File: src/rtl/fifo_burst_reader_if.sv
// Purpose: bundles the burst-reader command, fifo read-port and output-stream signals.
// Latency: none; this is a wiring bundle only.
// Backpressure: m_ready stalls the stream; fifo_empty stalls the fifo reads.
interface fifo_burst_reader_if #(
    parameter int DATA_SIZE = 8,
    parameter int LEN_W     = 8
);
    // command / status
    logic                 start;
    logic [LEN_W-1:0]     burst_len;
    logic                 busy;
    logic                 done;
    logic [LEN_W-1:0]     words_sent;
    // fifo read port
    logic                 fifo_rd_enable;
    logic [DATA_SIZE-1:0] fifo_data_out;
    logic                 fifo_empty;
    // output stream
    logic [DATA_SIZE-1:0] m_data;
    logic                 m_valid;
    logic                 m_ready;

    // master: the burst reader itself
    modport master (
        input  start, burst_len, fifo_data_out, fifo_empty, m_ready,
        output busy, done, words_sent, fifo_rd_enable, m_data, m_valid
    );

    // slave: whatever drives commands, models the fifo and sinks the stream
    modport slave (
        output start, burst_len, fifo_data_out, fifo_empty, m_ready,
        input  busy, done, words_sent, fifo_rd_enable, m_data, m_valid
    );
endinterface

File: src/rtl/fifo_burst_reader.sv
// Purpose: drains exactly burst_len words from a fifo read port and replays them as a valid/ready stream.
// Latency: first m_valid two cycles after start is sampled, then one word per cycle with m_ready high.
// Backpressure: m_ready low holds m_data/m_valid; a 2-entry buffer absorbs the fifo's 1-cycle read latency.
//
// Ports: clock, reset (synchronous, active-high); bus (master modport) carries start/burst_len/busy/done/
// words_sent, the fifo read port (fifo_rd_enable/fifo_data_out/fifo_empty) and the m_* output stream.
module fifo_burst_reader #(
    parameter int DATA_SIZE = 8,
    parameter int LEN_W     = 8
) (
    input  logic                clock,
    input  logic                reset,
    fifo_burst_reader_if.master bus
);

    typedef enum logic [1:0] {
        S_IDLE,
        S_RUN,
        S_FLUSH,
        S_DONE
    } state_t;

    state_t               state_q,      state_d;
    logic [LEN_W-1:0]     remaining_q,  remaining_d;
    logic [LEN_W-1:0]     words_sent_q, words_sent_d;
    logic                 inflight_q,   inflight_d;
    logic [1:0]           occ_q,        occ_d;
    logic [DATA_SIZE-1:0] buf0_q,       buf0_d;     // head entry, drives m_data
    logic [DATA_SIZE-1:0] buf1_q,       buf1_d;
    logic                 busy_q,       busy_d;
    logic                 done_q,       done_d;

    logic                 pop;
    logic                 issue;
    logic [1:0]           occ_pop;

    // Read issue looks at the buffer as it will be after this cycle's pop, so a
    // full buffer that is draining can still keep the fifo streaming every cycle.
    always_comb begin
        pop     = (occ_q != 2'd0) && bus.m_ready;
        occ_pop = occ_q - 2'(pop);
        issue   = (state_q == S_RUN) && !bus.fifo_empty && (remaining_q != '0)
                  && ((occ_pop + 2'(inflight_q)) < 2'd2);
    end

    always_comb begin
        state_d      = state_q;
        remaining_d  = remaining_q;
        words_sent_d = words_sent_q;
        inflight_d   = issue;
        occ_d        = occ_pop + 2'(inflight_q);
        buf0_d       = buf0_q;
        buf1_d       = buf1_q;

        // Buffer: pop shifts the tail into the head, then the returning read
        // lands in the first free slot after that shift.
        if (pop) begin
            buf0_d       = buf1_q;
            words_sent_d = words_sent_q + LEN_W'(1);
        end
        if (inflight_q) begin
            if (occ_pop == 2'd0) begin
                buf0_d = bus.fifo_data_out;
            end else begin
                buf1_d = bus.fifo_data_out;
            end
        end

        if (issue) begin
            remaining_d = remaining_q - LEN_W'(1);
        end

        case (state_q)
            S_IDLE: begin
                if (bus.start) begin
                    words_sent_d = '0;
                    if (bus.burst_len != '0) begin
                        remaining_d = bus.burst_len;
                        state_d     = S_RUN;
                    end else begin
                        state_d     = S_DONE;
                    end
                end
            end
            S_RUN: begin
                if (issue && (remaining_q == LEN_W'(1))) begin
                    state_d = S_FLUSH;
                end
            end
            S_FLUSH: begin
                // Nothing outstanding and the buffer drains on this edge.
                if (!inflight_q && (occ_pop == 2'd0)) begin
                    state_d = S_DONE;
                end
            end
            S_DONE: begin
                state_d = S_IDLE;
            end
            default: begin
                state_d = S_IDLE;
            end
        endcase

        busy_d = (state_d == S_RUN) || (state_d == S_FLUSH);
        done_d = (state_d == S_DONE);
    end

    always_ff @(posedge clock) begin
        if (reset) begin
            state_q      <= S_IDLE;
            remaining_q  <= '0;
            words_sent_q <= '0;
            inflight_q   <= 1'b0;
            occ_q        <= 2'd0;
            buf0_q       <= '0;
            buf1_q       <= '0;
            busy_q       <= 1'b0;
            done_q       <= 1'b0;
        end else begin
            state_q      <= state_d;
            remaining_q  <= remaining_d;
            words_sent_q <= words_sent_d;
            inflight_q   <= inflight_d;
            occ_q        <= occ_d;
            buf0_q       <= buf0_d;
            buf1_q       <= buf1_d;
            busy_q       <= busy_d;
            done_q       <= done_d;
        end
    end

    // A read issued during a reset cycle would pop a word that the reset then
    // discards, so reset masks the fifo read strobe.
    assign bus.fifo_rd_enable = issue && !reset;
    assign bus.busy           = busy_q;
    assign bus.done           = done_q;
    assign bus.words_sent     = words_sent_q;
    assign bus.m_valid        = (occ_q != 2'd0);
    assign bus.m_data         = buf0_q;

endmodule

File: src/flat_wrapper.sv
// flat-port wrapper written by rule: the top's interface ports become plain ports
module fifo_burst_reader_flat 
#(
    parameter int DATA_SIZE = 8,
    parameter int LEN_W     = 8
)
  (clock, reset, bus_start, bus_burst_len, bus_fifo_data_out, bus_fifo_empty, bus_m_ready, bus_busy, bus_done, bus_words_sent, bus_fifo_rd_enable, bus_m_data, bus_m_valid);
  fifo_burst_reader_if #(.DATA_SIZE(DATA_SIZE), .LEN_W(LEN_W)) bus_i ();
  input  logic clock;
  input  logic reset;
  input wire logic [$bits(bus_i.start)-1:0] bus_start;
  input wire logic [$bits(bus_i.burst_len)-1:0] bus_burst_len;
  input wire logic [$bits(bus_i.fifo_data_out)-1:0] bus_fifo_data_out;
  input wire logic [$bits(bus_i.fifo_empty)-1:0] bus_fifo_empty;
  input wire logic [$bits(bus_i.m_ready)-1:0] bus_m_ready;
  output wire logic [$bits(bus_i.busy)-1:0] bus_busy;
  output wire logic [$bits(bus_i.done)-1:0] bus_done;
  output wire logic [$bits(bus_i.words_sent)-1:0] bus_words_sent;
  output wire logic [$bits(bus_i.fifo_rd_enable)-1:0] bus_fifo_rd_enable;
  output wire logic [$bits(bus_i.m_data)-1:0] bus_m_data;
  output wire logic [$bits(bus_i.m_valid)-1:0] bus_m_valid;
  assign bus_i.start = bus_start;
  assign bus_i.burst_len = bus_burst_len;
  assign bus_i.fifo_data_out = bus_fifo_data_out;
  assign bus_i.fifo_empty = bus_fifo_empty;
  assign bus_i.m_ready = bus_m_ready;
  assign bus_busy = bus_i.busy;
  assign bus_done = bus_i.done;
  assign bus_words_sent = bus_i.words_sent;
  assign bus_fifo_rd_enable = bus_i.fifo_rd_enable;
  assign bus_m_data = bus_i.m_data;
  assign bus_m_valid = bus_i.m_valid;
  fifo_burst_reader #(.DATA_SIZE(DATA_SIZE), .LEN_W(LEN_W)) u_core (.clock(clock), .reset(reset), .bus(bus_i));
endmodule
File: config.mk
export PLATFORM = sky130hd
export DESIGN_NAME = fifo_burst_reader_flat
export DESIGN_NICKNAME = d
export VERILOG_FILES = /design/src/rtl/fifo_burst_reader_if.sv /design/src/rtl/fifo_burst_reader.sv /design/src/flat_wrapper.sv
export SDC_FILE = /design/constraint.sdc
export NUM_CORES = 1
export LEC_CHECK = 0
export ABC_AREA = 0
export BUFFER_PORTS_ARGS = -buffer_cell sky130_fd_sc_hd__clkbuf_2
export CORE_ASPECT_RATIO = 0.9
export CORE_MARGIN = 2
export CORE_UTILIZATION = 30
export DETAILED_ROUTE_END_ITERATION = 10
export SYNTH_ARGS = -nofsm -noshare
export SYNTH_HDL_FRONTEND = slang
export SYNTH_SLANG_ARGS = --single-unit
File: constraint.sdc
create_clock -name clock -period 9 [get_ports clock]
set_clock_uncertainty 0.05 [all_clocks]
set_input_delay 2.25 -clock clock [delete_from_list [all_inputs] [get_ports clock]]
set_output_delay 2.25 -clock clock [all_outputs]
set_load 0.01 [all_outputs]
Word-level counts from Yosys, hierarchy flattened

Index checks and enable logic that the tools add are counted.
W data, S select, Z words.

Register bits after elaboration: 39
Latch bits: 0
RAM bits: 0
ROM bits: 0
Bits of input ports: 21
Output and inout bits: 20
Word-level logic and storage cells: 54
Memories kept: 0

$add $sub $neg: 4
Multipliers: 0
Div/mod/pow operators: 0
Order comparisons: 1
Eq/ne operators: 7
Shift-type cells: 0
Muxes and demuxes: 15
Bitwise operators: 1
Reduce and logical (&&, ||, !) cells: 17

Operators by type and width:

| kind                  | number |
|---|---|
| $mux W8               | 10 |
| $reduce_bool A8 Y1    | 2 |
| $add A8 B1 Y8 const B | 1 |
| $eq A2 B2 Y1 const B  | 4 |
| $eq A8 B1 Y1 const B  | 1 |
| $mux W2               | 4 |
| $pmux W2 S4           | 1 |
| $sub A8 B1 Y8 const B | 1 |
| $logic_and A1 B1 Y1   | 7 |
| $eq A2 B1 Y1 const B  | 2 |
| $logic_not A2 Y1      | 2 |
| $logic_not A1 Y1      | 3 |
| $add A2 B1 Y2         | 1 |
| $lt A2 B2 Y1 const B  | 1 |
| $reduce_and A2 Y1     | 1 |
| $reduce_bool A2 Y1    | 1 |
| $sub A2 B1 Y2         | 1 |
| $logic_or A1 B1 Y1    | 1 |
| $not A1 Y1            | 1 |

Longest topological paths before layout

Depth in word-level cells: 11
Gate-level depth with buffers: 12
Gate-level depth less buffers: 11

Least setup slack after synthesis

OpenSTA, ideal clock, no wires.

Kind: input port to output port
Start: input port bus_m_ready
End: output port bus_fifo_rd_enable
Data arrival time: 4.079 ns
Required time: 6.700 ns
Path slack: 2.621 ns
Stages: 9
Buffers on the path: 1
Cells stage by stage: o21ai_0 inv_1 buf_2 ha_1 inv_1 ha_1 xnor3_1 o211ai_4 nor2_1

Cells in the longest elaborated chain, start to end: 6

RTL lines:

| what                | RTL line                 | source |
|---|---|---|
| from (decl)         | flat_wrapper.sv:15       | `input wire logic [$bits(bus_i.m_ready)-1:0] bus_m_ready;` |
| $logic_and A1 B1 Y1 | fifo_burst_reader.sv:40  | `pop = (occ_q != 2'd0) && bus.m_ready;` |
| $sub A2 B1 Y2       | fifo_burst_reader.sv:41  | `occ_pop = occ_q - 2'(pop);` |
| $add A2 B1 Y2       | fifo_burst_reader.sv:43  | `&& ((occ_pop + 2'(inflight_q)) < 2'd2);` |
| $lt A2 B2 Y1        | fifo_burst_reader.sv:43  |  |
| $logic_and A1 B1 Y1 | fifo_burst_reader.sv:43  |  |
| $logic_and A1 B1 Y1 | fifo_burst_reader.sv:134 | `assign bus.fifo_rd_enable = issue && !reset;` |
| to (decl)           | flat_wrapper.sv:19       | `output wire logic [$bits(bus_i.fifo_rd_enable)-1:0] bus_fifo_rd_enable;` |

Every way passes these cells.

Final worst setup path

Ends and elaborated chain as after synthesis.

==> reports/qor.yml <==
run_status:
  status: "finished, final reports clean"
global_route:
  grtUsageMet2_pct: 18.0
  use_met1_pct: 17.8
  grt.busiest_layer: "met2"
  globalRouteMet3Util_pct: 3.95
  antenna_found_initial: 0
  grt-ovfl-total: 0
  grt_max_degree: 31
  track_usage_pct: 12.7
  grt_pass1_wl_um: 6870
  grt_pass1_vias: 1497
pwr:
  power_density_mw_per_mm2: 196
  vdd_drop_max_v: 0.0000662
  p_leak_nw: 0.898
cts:
  cts_setup_buffers: 0
  cts_buffers: 5
  clockBufferDepth: 2
  clk_latency_ns: 0.28
  cts.sinks: 39
  clk_pin_slew_ns: 0.07
  cts.htree.levels: 2
  cts_root_buffer: "clkbuf_8"
  cts_hold_buf: 0
  cts_tree: "done"
  cts_resized: 0
place:
  placedInstanceArea_mm2: 0.00214
  hpwlAfterDp_um: 3020
  gp_congestion: 0.825
  port_buffers: 40
synthesis:
  yosysTopAreaCellShare_pct: 41.6
  syn_area_mm2: 0.00188
  synth-seq-cells: 39
  yosysUniqueCellTypes: 40
  syn_area_per_cell_um2: 8.81
  synth_fp_nets: 240
  ys_seq_area_share_pct: 41.6
  ys_warn_count: 0
  synth_cells: 213
  synthTopCellsByArea: "dfxtp_1, nor2_1, nand2_1, mux2i_1, ha_1"
  yosys.area.top_type: "dfxtp_1"
cells_and_area:
  diodes: 0
  regArea_um2: 781
  fillerInstances: 653
  drive_gt1_share_pct: 20.9
  multi_input_area_mm2: 0.00104
  nets: 280
  design_area_mm2: 0.00222
  area_growth_pct: 18.4
die:
  die_area_mm2: 0.00691
  initial_core_util_pct: 30.9
  rows: 27
  dieHeight_um: 79.0
  fp.coreArea_mm2: 0.00608
  fp.dieW_um: 87.4
  pin_count: 41
detailed_routing:
  via_per_inst: 5.00
  ant_nets: 0
  wl_per_cell_um: 12.8
  wirelength_um: 4180
  route.detailed.drc: 0
  dr_total_vias: 1631
  drtPass1Iterations: 4
  drtIter0Drc: 104
worst_setup_path:
  required_ns: 6.70
  cp_top_family: "buffers and inverters"
  r2r_end: "u_core.bus.busy"
  cp_cell_sequence: "clkbuf_2 > o21ai_0 > buf_4 > inv_1 > ha_1 > inv_1 > ha_1 > xnor3_1 > o211ai_4 > nor2_1 > clkbuf_2"
  critPathMaxFanout: 14
  crit_slowest_cell: "xnor3_1"
  r2r-start: "u_core.occ_q[1]"
  crit_path_end_kind: "output pin"
  crit_buf_inv: 5
  crit_cells: 11
  rrSetupSlack_ns: 5.83
  cp-startpoint: "bus_m_ready"
  endpoint: "bus_fifo_rd_enable"
  r2r_cells: 12
  critPathKind: "input pin to output pin"
  cp_data_arrival_time_ns: 4.45
  slowest_delay_ns: 0.53
  critPathLaunchType: "input pin"
timing:
  layout_min_cycle_time_ns: 6.75
  rsz0062_at_grt: "false"
  hold_viol: 0
  relSlewSlack_pct: 36.6
  fin_crit_sh_pct: 75.0
  max_slew.worst_pin.slew_ns: 0.949
  fmaxAchievable_mhz: 148
  tns_ns: 0
  finalMaxSlewViolations: 0
  setup_viol: 0
hold_path:
  hp-class: "flip-flop to flip-flop"
flow_run:
  drv_cap: 0
[kinds of logic after synthesis]
group	synth area share, %
buffers and inverters	3.00
XOR/XNOR	5.40
adder cells (fa/ha/maj)	4.00
flip-flops	41.6
AO/OA/AOI/OAI	12.1
multiplexers	4.80
AND/OR/NAND/NOR	29.1
[how the worst min path moves through the flow]
stage          slack (ns)                    to  depth (start not counted)                 start
2_1_floorplan        0.40  u_core.bus.m_data[0]                          2      u_core.buf1_q[0]
3_3_place_gp         0.41  u_core.bus.m_data[5]                          2      u_core.buf1_q[5]
3_5_place_dp         0.42  u_core.bus.m_data[3]                          2      u_core.buf1_q[3]
4_1_cts              0.43  u_core.bus.m_data[5]                          2      u_core.buf1_q[5]
5_1_grt              0.45  u_core.bus.m_data[6]                          2  u_core.bus.m_data[6]
6_report             0.43  u_core.bus.m_data[5]                          2      u_core.buf1_q[5]
[worst reg2reg max path: stages, from the launching register on]
cell	delay (ns)
dfxtp_1	0.37
o21ai_0	0.16
buf_4	0.22
inv_1	0.23
ha_1	0.41
inv_1	0.05
ha_1	0.17
xnor3_1	0.53
nand4b_1	0.19
nand3b_1	0.17
nand3_1	0.10
ha_1	0.27
nor2b_1	0.13
[placed cells by master, fill, tap and decap left out, types with 6 or more instances in the layout]
| master | count |
|---|---|
| dfxtp_1 | 39 |
| a311oi_1 | 8 |
| ha_1 | 6 |
| nor2_1 | 31 |
| nand3_1 | 9 |
| nand2_1 | 27 |
| clkbuf_2 | 40 |
| inv_1 | 6 |
| xnor2_1 | 6 |
| mux2i_1 | 9 |
[final cells by class]
cell class | instances | area share (%)
clock inverters | 1 | 0.225
multi-input cells | 160 | 46.8
well taps | 72 | 4.05
clock buffers | 7 | 3.43
inverters | 6 | 1.01
repair buffers | 41 | 9.35
flip-flops and latches | 39 | 35.1
[cells in the mapped netlist, drive strengths merged]
| master | number |
|---|---|
| a21boi | 1 |
| a21o | 1 |
| a21oi | 2 |
| a22o | 3 |
| a311oi | 8 |
| a31oi | 2 |
| and2 | 4 |
| and3 | 1 |
| buf | 3 |
| clkbuf | 5 |
| dfxtp | 39 |
| ha | 6 |
| inv | 6 |
| mux2i | 9 |
| nand2 | 27 |
| nand2b | 1 |
| nand3 | 9 |
| nand3b | 1 |
| nand4 | 5 |
| nand4b | 2 |
| nand4bb | 2 |
| nor2 | 31 |
| nor2b | 4 |
| nor3 | 3 |
| nor3b | 2 |
| nor4 | 3 |
| nor4b | 2 |
| o2111ai | 5 |
| o211ai | 2 |
| o21ai | 4 |
| or2 | 3 |
| or3 | 1 |
| or3b | 2 |
| or4 | 4 |
| xnor2 | 6 |
| xnor3 | 1 |
| xor2 | 3 |
[metal layers]
| metal | up-vias | part of all wire, % |
|---|---|---|
| li1 | 839 | - |
| met1 | 745 | 51 |
| met2 | 43 | 42 |
| met3 | 4 | 5.2 |
| met4 | 0 | 1.3 |
| met5 | - | 0 |
[flip-flops by register name, summed over array words and instances, names as in the netlist]
signal / flops
u_core.occ_q: 2
u_core.remaining_q: 8
u_core.bus.m_data: 8
u_core.bus.busy: 1
u_core.state_q: 2
u_core.bus.done: 1
u_core.buf1_q: 8
u_core.bus.words_sent: 8
u_core.inflight_q: 1
[report_power, final]
group / total, mW / switching (mW) / internal, mW
combinational: 0.122 / 0.0699 / 0.0519
clock: 0.111 / 0.0568 / 0.0544
sequential: 0.203 / 0.0151 / 0.188
total: 0.436 / 0.142 / 0.295
[metrics by stage]
| step | worst slack, ns | power, mW | std cells | utilization, % | hold WS, ns |
|---|---|---|---|---|---|
| final | 2.25 | 0.436 | 326 | 36.5 | 0.430 |
| after global routing | 2.00 | 0.466 | 326 | 36.5 | 0.453 |
| after CTS | 2.24 | 0.443 | 326 | 36.5 | 0.432 |
| after floorplan | 2.62 | 0.293 | 213 | - | 0.404 |
| after detailed placement | 2.24 | 0.328 | 318 | 35.2 | 0.423 |
| after global placement | 2.30 | 0.326 | 318 | 35.2 | 0.413 |
(Power assumes the default switching activity.)
